<file path="config.mk">
export PLATFORM = sky130hd
export DESIGN_NAME = simon_enc_core
export DESIGN_NICKNAME = d
export VERILOG_FILES = /design/src/rtl/simon_enc_core.sv
export SDC_FILE = /design/constraint.sdc
export NUM_CORES = 1
export LEC_CHECK = 0
export ABC_AREA = 1
export CORE_MARGIN = 3
export CORE_UTILIZATION = 35
export DETAILED_ROUTE_END_ITERATION = 10
export GPL_TIMING_DRIVEN = 0
export PLACE_DENSITY = 0.64
export SYNTH_ARGS = -nofsm -noshare
export SYNTH_HDL_FRONTEND = slang
export SYNTH_SLANG_ARGS = --single-unit
</file>
<file path="constraint.sdc">
create_clock -name i_clk -period 9.85 [get_ports i_clk]
set_input_delay 0.985 -clock i_clk [delete_from_list [all_inputs] [get_ports i_clk]]
set_output_delay 0.985 -clock i_clk [all_outputs]
set_load 0.03 [all_outputs]
</file>
<file path="src/rtl/simon_enc_core.sv">
// rtl/simon_enc_core.sv - Iterative Simon32/64 encryption core with on-the-fly key schedule
//
// Purpose : Encrypts one 32-bit block under a 64-bit key, one Feistel round per
//           clock (two per clock when SIMON_UNROLL2_EN is defined). Round keys
//           are generated as the rounds run, so no round-key storage is needed.
// Ports   : i_clk         system clock, rising edge
//           i_rst         asynchronous active-high reset
//           i_en          start pulse; samples i_key and i_plaintext when not busy
//           i_key         {k3,k2,k1,k0}, k0 = i_key[15:0]
//           i_plaintext   {x,y}, x = [31:16], y = [15:0]
//           o_ciphertext  result {x,y}; holds until the next completion
//           o_busy        high while rounds are in progress
//           o_done        one-cycle pulse when o_ciphertext updates
// Config  : SIMON_UNROLL2_EN - two cascaded rounds per clock (16-edge latency)

module simon_enc_core #(
    parameter int n = 16,
    parameter int m = 4
) (
    input  logic        i_clk,
    input  logic        i_rst,
    input  logic        i_en,
    input  logic [63:0] i_key,
    input  logic [31:0] i_plaintext,
    output logic [31:0] o_ciphertext,
    output logic        o_busy,
    output logic        o_done
);

    generate
        if (n != 16 || m != 4) begin : g_bad_param
            $error("simon_enc_core supports only n=16 and m=4");
        end
    endgenerate

    localparam int ROUNDS = 32;
`ifdef SIMON_UNROLL2_EN
    localparam int STEP = 2;
`else
    localparam int STEP = 1;
`endif
    localparam logic [4:0] LAST_ROUND = 5'(ROUNDS - STEP);
    localparam logic [4:0] ROUND_INC  = 5'(STEP);

    // First 32 bits of the Simon z0 sequence; bit i is consumed in round i.
    localparam logic [31:0] Z0 = 32'b10110011100001101010010001011111;

    typedef enum logic [1:0] {S_IDLE, S_RUN, S_DONE} state_t;

    state_t      r_state;
    state_t      w_next_state;
    logic        w_start;
    logic        w_last;
    logic [15:0] r_x;
    logic [15:0] r_y;
    logic [15:0] r_k0;
    logic [15:0] r_k1;
    logic [15:0] r_k2;
    logic [15:0] r_k3;
    logic [4:0]  r_round;
    logic [31:0] r_ciphertext;
    logic        r_busy;
    logic        r_done;

    function automatic logic [15:0] f_round(input logic [15:0] x);
        return ({x[14:0], x[15]} & {x[7:0], x[15:8]}) ^ {x[13:0], x[15:14]};
    endfunction

    // Next key word from k[i], k[i+1], k[i+3]; ~k and ^3 together form c = 0xFFFC.
    function automatic logic [15:0] f_key(input logic [15:0] k0, input logic [15:0] k1,
                                          input logic [15:0] k3, input logic zbit);
        logic [15:0] tmp;
        tmp = {k3[2:0], k3[15:3]} ^ k1;
        tmp = tmp ^ {tmp[0], tmp[15:1]};
        return ~k0 ^ tmp ^ {15'd0, zbit} ^ 16'h0003;
    endfunction

    // First round of the step.
    logic [15:0] w_x1;
    logic [15:0] w_y1;
    logic [15:0] w_k4;
    assign w_x1 = r_y ^ f_round(r_x) ^ r_k0;
    assign w_y1 = r_x;
    assign w_k4 = f_key(r_k0, r_k1, r_k3, Z0[r_round]);

    logic [15:0] w_x_nxt;
    logic [15:0] w_y_nxt;
    logic [15:0] w_k0_nxt;
    logic [15:0] w_k1_nxt;
    logic [15:0] w_k2_nxt;
    logic [15:0] w_k3_nxt;

`ifdef SIMON_UNROLL2_EN
    // Second cascaded round; r_round is always even here, so +1 never wraps.
    logic [4:0]  w_round_p1;
    logic [15:0] w_x2;
    logic [15:0] w_y2;
    logic [15:0] w_k5;
    assign w_round_p1 = r_round + 5'd1;
    assign w_x2 = w_y1 ^ f_round(w_x1) ^ r_k1;
    assign w_y2 = w_x1;
    assign w_k5 = f_key(r_k1, r_k2, w_k4, Z0[w_round_p1]);

    assign w_x_nxt  = w_x2;
    assign w_y_nxt  = w_y2;
    assign w_k0_nxt = r_k2;
    assign w_k1_nxt = r_k3;
    assign w_k2_nxt = w_k4;
    assign w_k3_nxt = w_k5;
`else
    assign w_x_nxt  = w_x1;
    assign w_y_nxt  = w_y1;
    assign w_k0_nxt = r_k1;
    assign w_k1_nxt = r_k2;
    assign w_k2_nxt = r_k3;
    assign w_k3_nxt = w_k4;
`endif

    // Start is accepted from IDLE and DONE only, so en while busy is ignored.
    always_comb begin
        w_next_state = r_state;
        w_start      = 1'b0;
        w_last       = 1'b0;
        case (r_state)
            S_IDLE: begin
                if (i_en) begin
                    w_start      = 1'b1;
                    w_next_state = S_RUN;
                end
            end
            S_RUN: begin
                if (r_round == LAST_ROUND) begin
                    w_last       = 1'b1;
                    w_next_state = S_DONE;
                end
            end
            S_DONE: begin
                if (i_en) begin
                    w_start      = 1'b1;
                    w_next_state = S_RUN;
                end else begin
                    w_next_state = S_IDLE;
                end
            end
            default: w_next_state = S_IDLE;
        endcase
    end

    always_ff @(posedge i_clk or posedge i_rst) begin
        if (i_rst) begin
            r_state      <= S_IDLE;
            r_x          <= '0;
            r_y          <= '0;
            r_k0         <= '0;
            r_k1         <= '0;
            r_k2         <= '0;
            r_k3         <= '0;
            r_round      <= '0;
            r_ciphertext <= '0;
            r_busy       <= 1'b0;
            r_done       <= 1'b0;
        end else begin
            r_state <= w_next_state;
            r_done  <= w_last;
            if (w_start) begin
                r_x     <= i_plaintext[31:16];
                r_y     <= i_plaintext[15:0];
                r_k0    <= i_key[15:0];
                r_k1    <= i_key[31:16];
                r_k2    <= i_key[47:32];
                r_k3    <= i_key[63:48];
                r_round <= '0;
                r_busy  <= 1'b1;
            end else if (r_state == S_RUN) begin
                r_x  <= w_x_nxt;
                r_y  <= w_y_nxt;
                r_k0 <= w_k0_nxt;
                r_k1 <= w_k1_nxt;
                r_k2 <= w_k2_nxt;
                r_k3 <= w_k3_nxt;
                if (w_last) begin
                    r_ciphertext <= {w_x_nxt, w_y_nxt};
                    r_busy       <= 1'b0;
                end else begin
                    r_round <= r_round + ROUND_INC;
                end
            end
        end
    end

    assign o_ciphertext = r_ciphertext;
    assign o_busy       = r_busy;
    assign o_done       = r_done;

endmodule
</file>
==> reports/results.ini <==
[floorplan]
die_height_um=148
ios=133
rows=51
die-width_um=148
start_util_pct=35.9
die_area_um2=21800
core_um2=19600

[synthesis]
yosys.cell_types.count=26
ys_seq_elements=137
syn_nets=963
syn_inst=860
synth_area_leaders=dfrtp_1 (49%), nand2_1 (15%), xor2_1 (9.3%)
yosys_warnings=0
netlist_area_um2=7040
ys_async_sr_fraction_pct=100
synth_edf_count=0
yosys.area.top_type=dfrtp_1
ys_seq_area_share_pct=48.7
avgSynthCellArea_um2=8.18
synth_ff_type=dfrtp_1
yosysTopAreaCellShare_pct=48.7

[min_path]
hold_depth=2
hp-class=reg -> reg
holdPathEnd=o_busy
hp-start=o_busy

[setup_path]
reg2reg_from=r_round[1]
crit_chain=clkdlybuf4s50_1, nand2_1, inv_1, buf_2, buf_1, nand2_1, o221ai_1
slowest_stage=buf_1
cpMostUsedCell=nand2_1
crit_path_start_kind=input pin
r2r_slack_ns=7.89
max_stage_delay_ns=0.60
cp_top_family=buffers and inverters
required_ns=10.19
ff2ff_path_depth=11
end_kind=flop
rr_endpoint=o_busy
timing.critical_path.arrival_ns=2.88
worstPathMaxFanout=10
worstPathBufferInverterCount=4
critPathKind=in -> reg

[route]
wl_per_cell_um=17.9
num_vias=6503
initialDrtViolationCount=616
first_pass_iters=5
drc=0
wl_um=23100
antenna_left=0
via_per_inst=5.04

[power]
vdd_drop_max_mv=0.161
leakagePower_nw=4.43
power_density_nw_per_um2=383

[final_layout]
synthToLayoutAreaGrowth_pct=32.4
final_area_um2=9320
diodes=0
layout_common_cells=nand2_1 (277), dfrtp_1 (137), clkdlybuf4s50_1 (132)
layout_commonest_cell=nand2_1
multi_input_area_um2=3010
nNetsFinal=1115
seq_area_um2=3430
drive_gt1_share_pct=6.15
n_fill_cell=1903

[global_route]
grt.overflow.total=0
grt_busiest_layer=met2
grtUsageMet3_pct=4.78
gr-usage-met2_pct=34.5
grt_pass1_vias=6466
grt_max_degree=71
grtUsageMet1_pct=29.3
grt_usage_pct=21.6
antenna_found_initial=0
grt_pass1_wl_um=35900

[timing]
clock-skew-final_ns=0.00870
finalMaxSlewViolations=0
rsz0062_at_grt=no
slew_headroom_pct=50.8
hold_violations=0
setup_viol=0
tns_ns=0
holdWs_ns=0.479
tightestPinTransition_ns=0.739
timing.fmax_mhz=394
min_period_ns=2.54
fin_crit_sh_pct=25.8
setup_slack_ns=7.31

[placement]
dp_hpwl_um=17000
gp_congestion=0.916
pre_cts_ws_ns=6.91
port_buffers=132
place_area_um2=8720

[clock_network]
post_cts_buffers=0
clock-sinks=137
cts_tree=built
htree_num_levels=4
holdBufCountCts=0
clk_pin_slew_ns=0.06
post_cts_resized=0
cts_root_buf=clkbuf_16
cts_buffer_depth=2
clkLatencyLatePin_ns=0.43
cts_made_buffers=17

[job]
drv_cap=0

[status]
status=finished clean

[how the worst max path moves through the flow]
| stage | slack, ns | from | depth (start not counted) | end |
|---|---|---|---|---|
| final | 7.31 | i_en | 7 | r_k1[2] |
| after global placement | 3.08 | i_rst | 2 | r_round[2] |
| after global routing | 7.20 | i_en | 7 | r_k1[1] |
| after CTS | 7.34 | i_en | 7 | r_k1[2] |
| after detailed placement | 6.91 | i_en | 7 | r_k1[2] |
| after floorplan | 5.20 | i_rst | 1 | o_busy |
[state kept, by name (all words and copies together) (netlist names)]
register and flops:
o_busy 1, o_ciphertext 32, o_done 1, r_k0 16
r_k1 16, r_k2 16, r_k3 16, r_round 5
r_state 2, r_x 16, r_y 16
[layout make-up]
class                      count  area share (%)
sequential                   137            36.8
multi-input combinational    582            32.3
clock buffer                  21            5.05
inverter                      98            4.00
tap                          265            3.56
buffer                        43            2.46
clock inverter                11            1.30
timing repair buffer         133            14.5
[where the power goes]
part / internal (mW) / switching, mW
Clock: 0.391 / 0.254
Combinational: 0.696 / 1.16
Sequential: 0.861 / 0.204
Total: 1.95 / 1.62
[cell usage after synthesis (all sizes together), types with 9 or more instances]
cell and count:
clkbuf 16, buf 27, inv 98, nand2 278
o221ai 29, nand3 9, o21ai 97, xor2 75
o211ai 16, o22ai 17, nor2 50, dfrtp 137
[cell families (layout without fill, tap and decap cells)]
family / after synthesis / count (layout) / synth area share (%)
flops: 137 / 137 / 48.7
simple gates: 340 / 340 / 18.7
fa+ha+maj: 4 / 4 / 0.711
buf+inv: 141 / 306 / 8.48
xor+xnor: 76 / 76 / 9.46
compound gates: 162 / 162 / 14.0
[worst reg2reg max path, delay by kind of cell (launching register included)]
family / cells / cell delay, ns
DFF: 1 / 0.42
adders and majority gates: 2 / 0.39
and+or+nand+nor: 5 / 0.55
buffers and inverters: 4 / 0.49
[per-stage QoR]
stage | std cells | total power, mW | util [%]
2_1_floorplan | 860 | 2.31 | -
3_3_place_gp | 1257 | 2.86 | 44.4
3_5_place_dp | 1258 | 2.90 | 44.5
4_1_cts | 1290 | 3.56 | 47.6
5_1_grt | 1290 | 3.84 | 47.6
6_report | 1290 | 3.57 | 47.6
[routing by layer]
| metal | routed length [µm] | vias to the layer above |
|---|---|---|
| met5 | 0 | - |
| met4 | 546 | 0 |
| met3 | 1820 | 32 |
| met2 | 10800 | 309 |
| met1 | 10000 | 3110 |
| li1 | - | 3052 |
Note: power is estimated with default switching activity, not from simulation.
